$ cat config.mk
export PLATFORM = sky130hd
export DESIGN_NAME = trig_accept_ctrl
export DESIGN_NICKNAME = d
export VERILOG_FILES = /design/src/rtl/trig_ctrl_pkg.sv /design/src/rtl/trig_rec_fifo.sv /design/src/rtl/trig_accept_ctrl.sv
export SDC_FILE = /design/constraint.sdc
export NUM_CORES = 1
export LEC_CHECK = 0
export ABC_CLOCK_PERIOD_IN_PS = 4460
export BUFFER_PORTS_ARGS = -buffer_cell sky130_fd_sc_hd__buf_2
export CAP_MARGIN = 15
export CORE_UTILIZATION = 55
export CTS_BUF_LIST = sky130_fd_sc_hd__clkbuf_4
export DETAILED_ROUTE_END_ITERATION = 10
export PLACE_DENSITY_LB_ADDON = 0.05
export REMOVE_ABC_BUFFERS = 1
export SYNTH_ARGS = -nofsm -noshare
export SYNTH_HDL_FRONTEND = slang
export SYNTH_SLANG_ARGS = --single-unit
export TNS_END_PERCENT = 20
$ cat constraint.sdc
create_clock -name clk40 -period 4.46 [get_ports clk40]
set_input_delay 0.669 -clock clk40 [delete_from_list [all_inputs] [get_ports clk40]]
set_output_delay 0.669 -clock clk40 [all_outputs]
set_load 0.005 [all_outputs]
$ cat src/rtl/trig_ctrl_pkg.sv
// Shared types for the trigger-acceptance controller and its record FIFO.
package trig_ctrl_pkg;

    localparam int unsigned REC_COUNT_W = 32;
    localparam int unsigned PHASE_W     = 5;

    typedef enum logic [1:0] {
        ST_IDLE  = 2'd0,
        ST_ARMED = 2'd1,
        ST_DEAD  = 2'd2,
        ST_DRAIN = 2'd3
    } state_t;

    typedef struct packed {
        logic [REC_COUNT_W-1:0] trig_num;
        logic [PHASE_W-1:0]     phase;
    } rec_t;

endpackage

$ cat src/rtl/trig_rec_fifo.sv
// Small record FIFO with registered full/empty flags and a registered head word.
module trig_rec_fifo
    import trig_ctrl_pkg::*;
#(
    parameter int unsigned DEPTH = 4,
    parameter type T = rec_t
) (
    input  logic i_clk,
    input  logic i_rst_n,
    input  logic i_push,
    input  T     i_push_data,
    input  logic i_pop,
    output logic o_full,
    output logic o_empty,
    output T     o_head
);

    localparam int unsigned AW = $clog2(DEPTH);
    localparam int unsigned PW = AW + 1;

    T              r_mem [DEPTH];
    logic [PW-1:0] r_wr_ptr;
    logic [PW-1:0] r_rd_ptr;
    logic          r_full;
    logic          r_empty;
    T              r_head;
    logic          w_push;
    logic          w_pop;
    logic [PW-1:0] w_wr_next;
    logic [PW-1:0] w_rd_next;

    assign w_push    = i_push && !r_full;
    assign w_pop     = i_pop && !r_empty;
    assign w_wr_next = r_wr_ptr + PW'(w_push);
    assign w_rd_next = r_rd_ptr + PW'(w_pop);

    // Storage write; contents are meaningless until the pointers cover them.
    always_ff @(posedge i_clk) begin
        if (w_push) begin
            r_mem[r_wr_ptr[AW-1:0]] <= i_push_data;
        end
    end

    // Pointers and flags, flags computed from the next pointer values.
    always_ff @(posedge i_clk or negedge i_rst_n) begin
        if (!i_rst_n) begin
            r_wr_ptr <= '0;
            r_rd_ptr <= '0;
            r_empty  <= 1'b1;
            r_full   <= 1'b0;
        end else begin
            r_wr_ptr <= w_wr_next;
            r_rd_ptr <= w_rd_next;
            r_empty  <= (w_wr_next == w_rd_next);
            r_full   <= (w_wr_next[AW] != w_rd_next[AW]) &&
                        (w_wr_next[AW-1:0] == w_rd_next[AW-1:0]);
        end
    end

    // Head register: reload when the current head leaves or the FIFO is empty;
    // if the new head is the word being pushed this edge, bypass from the input.
    always_ff @(posedge i_clk or negedge i_rst_n) begin
        if (!i_rst_n) begin
            r_head <= '0;
        end else if (w_pop || r_empty) begin
            if (w_rd_next == r_wr_ptr) begin
                if (w_push) begin
                    r_head <= i_push_data;
                end
            end else begin
                r_head <= r_mem[w_rd_next[AW-1:0]];
            end
        end
    end

    assign o_full  = r_full;
    assign o_empty = r_empty;
    assign o_head  = r_head;

endmodule

$ cat src/rtl/trig_accept_ctrl.sv
// Run control and trigger acceptance: FSM, counters, veto logic and record logging.
module trig_accept_ctrl
    import trig_ctrl_pkg::*;
#(
    parameter int unsigned COUNT_W    = 32,
    parameter int unsigned DEAD_W     = 16,
    parameter int unsigned FIFO_DEPTH = 4
) (
    input  logic                 clk40,
    input  logic                 resetn,
    input  logic                 start_run,
    input  logic                 stop_run,
    input  logic [COUNT_W-1:0]   trig_limit,
    input  logic [DEAD_W-1:0]    deadtime,
    input  logic                 cand,
    input  logic [4:0]           cand_phase,
    input  logic                 busy_in,
    output logic                 accept,
    output logic                 running,
    output logic                 dead,
    output logic [COUNT_W-1:0]   trig_count,
    output logic [COUNT_W-1:0]   veto_count,
    output logic                 rec_valid,
    input  logic                 rec_ready,
    output logic [COUNT_W+4:0]   rec_data,
    output logic [1:0]           state
);

    localparam int unsigned REC_W = COUNT_W + PHASE_W;

    state_t             r_state;
    state_t             w_state_next;
    logic [DEAD_W-1:0]  r_dead_cnt;
    logic [DEAD_W-1:0]  w_dead_cnt_next;
    logic [COUNT_W-1:0] r_trig_count;
    logic [COUNT_W-1:0] r_veto_count;
    logic [COUNT_W-1:0] w_trig_inc;
    logic               r_accept;
    logic               r_running;
    logic               r_dead;
    logic               w_accept;
    logic               w_veto;
    logic               w_clear;
    logic               w_fifo_full;
    logic               w_fifo_empty;
    logic [REC_W-1:0]   w_push_data;
    logic [REC_W-1:0]   w_head;

    assign w_trig_inc  = r_trig_count + COUNT_W'(1);
    assign w_push_data = {w_trig_inc, cand_phase};

    // Next-state, accept/veto decision and deadtime counter.
    always_comb begin
        w_state_next    = r_state;
        w_dead_cnt_next = r_dead_cnt;
        w_accept        = 1'b0;
        w_veto          = 1'b0;
        w_clear         = 1'b0;
        unique case (r_state)
            ST_IDLE: begin
                if (start_run && !stop_run) begin
                    w_state_next = ST_ARMED;
                    w_clear      = 1'b1;
                end
            end
            ST_ARMED: begin
                if (stop_run) begin
                    w_state_next = ST_DRAIN;
                end else if (cand) begin
                    if (!busy_in && !w_fifo_full) begin
                        w_accept = 1'b1;
                        if ((trig_limit != '0) && (w_trig_inc == trig_limit)) begin
                            w_state_next = ST_DRAIN;
                        end else if (deadtime != '0) begin
                            w_state_next    = ST_DEAD;
                            w_dead_cnt_next = deadtime - DEAD_W'(1);
                        end
                    end else begin
                        w_veto = 1'b1;
                    end
                end
            end
            ST_DEAD: begin
                if (stop_run) begin
                    w_state_next = ST_DRAIN;
                end else begin
                    w_veto = cand;
                    if (r_dead_cnt == '0) begin
                        w_state_next = ST_ARMED;
                    end else begin
                        w_dead_cnt_next = r_dead_cnt - DEAD_W'(1);
                    end
                end
            end
            ST_DRAIN: begin
                if (w_fifo_empty) begin
                    w_state_next = ST_IDLE;
                end
            end
            default: w_state_next = ST_IDLE;
        endcase
    end

    // State register with registered status decodes.
    always_ff @(posedge clk40 or negedge resetn) begin
        if (!resetn) begin
            r_state    <= ST_IDLE;
            r_dead_cnt <= '0;
            r_accept   <= 1'b0;
            r_running  <= 1'b0;
            r_dead     <= 1'b0;
        end else begin
            r_state    <= w_state_next;
            r_dead_cnt <= w_dead_cnt_next;
            r_accept   <= w_accept;
            r_running  <= (w_state_next == ST_ARMED) || (w_state_next == ST_DEAD);
            r_dead     <= (w_state_next == ST_DEAD);
        end
    end

    // Per-run trigger and (saturating) veto counters.
    always_ff @(posedge clk40 or negedge resetn) begin
        if (!resetn) begin
            r_trig_count <= '0;
            r_veto_count <= '0;
        end else if (w_clear) begin
            r_trig_count <= '0;
            r_veto_count <= '0;
        end else begin
            if (w_accept) begin
                r_trig_count <= w_trig_inc;
            end
            if (w_veto && (r_veto_count != '1)) begin
                r_veto_count <= r_veto_count + COUNT_W'(1);
            end
        end
    end

    trig_rec_fifo #(
        .DEPTH (FIFO_DEPTH),
        .T     (logic [REC_W-1:0])
    ) u_fifo (
        .i_clk       (clk40),
        .i_rst_n     (resetn),
        .i_push      (w_accept),
        .i_push_data (w_push_data),
        .i_pop       (rec_ready),
        .o_full      (w_fifo_full),
        .o_empty     (w_fifo_empty),
        .o_head      (w_head)
    );

    assign accept     = r_accept;
    assign running    = r_running;
    assign dead       = r_dead;
    assign trig_count = r_trig_count;
    assign veto_count = r_veto_count;
    assign rec_valid  = !w_fifo_empty;
    assign rec_data   = w_head;
    assign state      = r_state;

endmodule

==> metrics.txt <==
run status completed; DR vias/cell ~5.9; Syn Area/Cell between 10 and 15 µm²; CTS Buf Count 75; Worst R2R Path Depth 12; hpwl dp roughly 24,000 µm; PortBufs 166; Max VDD drop 0.0004626 V; die area 26,570 µm²; CP Buf/Inv Count 1; Setup Skew about 0.031 ns; H-tree Lvls 3; Skew-Pair Late Insertion Delay 0.68 ns; clk root buf clkbuf_4; final WL 35,460 µm; FF+latch count, synth 278; Die Span X 163.0 µm; placed cells approximately 1,700; Yosys warning count 0; Layout Nets 1,488; WP data arrival 4.60 ns; crit-path leading delay family simple AND/OR/NAND/NOR gates; crit path cell chain ha_1 > nand4_1 > nor4_1 > and2_1 > xnor3_1 > nor4b_1 > and4_4 > and3_1 > a2111oi_1 > o21ai_0 > ha_1 > inv_1; Worst Setup End Kind flop; RSZ-0062 raised after global routing no; post-CTS setup buffer count 0; initial antenna violation count 1; Max Cap Violations 0; headroom to the max-slew limit 28.15%; mapped cell area 14,260 µm²; Final Setup Violations 0; initial drt markers between 700 and 800; GRT Residual Overflow 0; Starting Density 56.30%; Final Hold Vio Count 0; WL/cell 19.63 µm; clk sinks 278; Hold Path Class input pin to async pin; Synth async-reset ratio 46.76%; routability cong. 0.9403; delay of the slowest critical-path stage 0.65 ns; post-route cell area about 16,000 µm²; top_reg_cell synth edfxtp_1; Achievable Freq 0.2472 GHz; clk buf depth 3; PostCTS Resize Cnt 0; First-pass DRT Iterations 5; Synth cell types 82; FP Rows 58; routed vias 10,630; vias in the first global route 10,380; I/O pins 167; Critical Path Start Type flop; Levels on crit path 12; Final Max Slew Viols 0; EDFF count, synth 148; hold_buf cts 0; Worst Setup Path Type flop to flop; DP Area 15,440 µm²; fraction of layout cells with a size suffix above 1 26.17%; multi-input combinational cell area a little over 6000 µm²; Non-Filler Instances between 1,500 and 2,000; Residual DRC 0; largest net degree at the start of global routing 82; FF/Latch Area 7699 µm²; Seq/Total Area, Yosys a little over half; overall power 8.509 mW; global-route wire length before repair 56,450 µm; Fin Hold WS 0.01555 ns; CP Data Required Time 5.01 ns; Antenna Nets Post-Route 0; die height 163.0 µm; P_leak 6.962 nW; core area around 25,000 µm²; Max FO, Critical Path 8; Reg clk slew, reported paths around 0.06 ns; Synth Instances roughly 1,200; GRT Resource Usage Total 27.63%; fin crit share 90.72%; Slew @ Worst Pin ~1.1 ns; CP most frequent cell ha_1; power per cell area 518.0 nW/µm²; FILL cells between 2,000 and 2,500; slowest cell on the critical path nor4_1; Area Growth Syn to Fin 15.22%; CTS tree yes; minimum clock period 4.046 ns
## cell usage in the layout (no fill, tap or decap), types with 33 or more instances in the layout
master      n
mux4_2     37
xor2_1     58
buf_2     165
nand3_1    33
clkbuf_4  112
nor2_1    138
a21oi_1    78
nand2_1    71
mux2i_1    51
edfxtp_1  148
xnor2_1    44
dfrtp_1   129
## power by group
part	switching [mW]	internal, mW
registers	0.263	3.07
logic	1.58	1.32
clock network	1.06	1.22
total	2.91	5.60
## per-layer routing
metal  vias up  routed length [µm]  global-route usage [%]
met1      5221               16330                   40.02
met5         -                   0                       0
met3        70                2174                   4.977
met2       376               16210                   42.44
met4         0                 739                   8.624
li1       4964                   -                       -
## final cells by class
class	instances	share of cell area, %
Antenna cell	1	0.01523
Clock buffer	112	5.118
Multi-Input combinational cell	834	37.26
Inverter	31	0.7083
Sequential cell	278	46.86
Clock inverter	25	0.8759
Timing Repair Buffer	195	6.649
Tap cell	330	2.513
## cell families after synthesis
kind of cell               Yosys count  synth area share (%)
DFF                                278                 53.99
muxes                               90                 9.582
and+or+nand+nor                    445                 16.42
adders and majority gates           13                 1.141
xor gates and xnor gates           110                 7.503
buffers and inverters              109                 3.299
AOI/OAI and AO/OA                  176                 8.064
## synth_stat cells, drive strengths merged (8+ instances only)
master	instances	area [µm²]
or3	12	75.07
nor2b	13	81.33
nand2b	11	71.32
edfxtp	148	4444
nand4	32	221.5
xor2	59	524.3
mux4	37	833.3
clkbuf	42	158.9
o211ai	8	60.06
nor3	29	145.1
mux2i	51	510.5
inv	30	112.6
a21oi	78	390.4
o21ai	25	125.1
ha	13	162.7
nor3b	12	90.09
buf	36	195.2
and4	9	81.33
and3	18	112.6
dfrtp	129	3228
and2	14	90.09
nand3	34	170.2
a31oi	8	50.05
nor2	139	521.8
xnor2	44	385.4
nor4	30	245.2
nand2	71	266.5
## path summary, 6_finish.rpt
| path | start | end | slack, ns |
|---|---|---|---|
| min | resetn | u_fifo.o_head[15] | 0.02 |
| max in group asynchronous | resetn | trig_count[25] | 3.50 |
| max | trig_count[1] | running | 0.41 |
| max reg2reg | trig_count[1] | running | 0.41 |
| min in group clk40 | cand_phase[3] | u_fifo.r_mem[0][3] | 0.23 |
| min reg2reg | u_fifo.o_head[15] | u_fifo.o_head[15] | 0.52 |
## stage by stage
stage	TNS (ns)	util (%)	worst slack, ns
2_1_floorplan	-51.29	-	-1.129
3_3_place_gp	0	60.97	0.5861
3_5_place_dp	0	60.97	0.5064
4_1_cts	0	64.86	0.4013
5_1_grt	0	64.87	0.1637
6_report	0	64.87	0.4141
## state kept, by name, summed over array words and instances (netlist names)
name and count:
u_fifo.o_head 37, u_fifo.r_wr_ptr 3, state 2, u_fifo.o_empty 1, accept 1, u_fifo.r_mem 148, running 1, dead 1
trig_count 32, r_dead_cnt 16, u_fifo.o_full 1, u_fifo.r_rd_ptr 3, veto_count 32
Note: power is estimated with default switching activity, not from simulation.
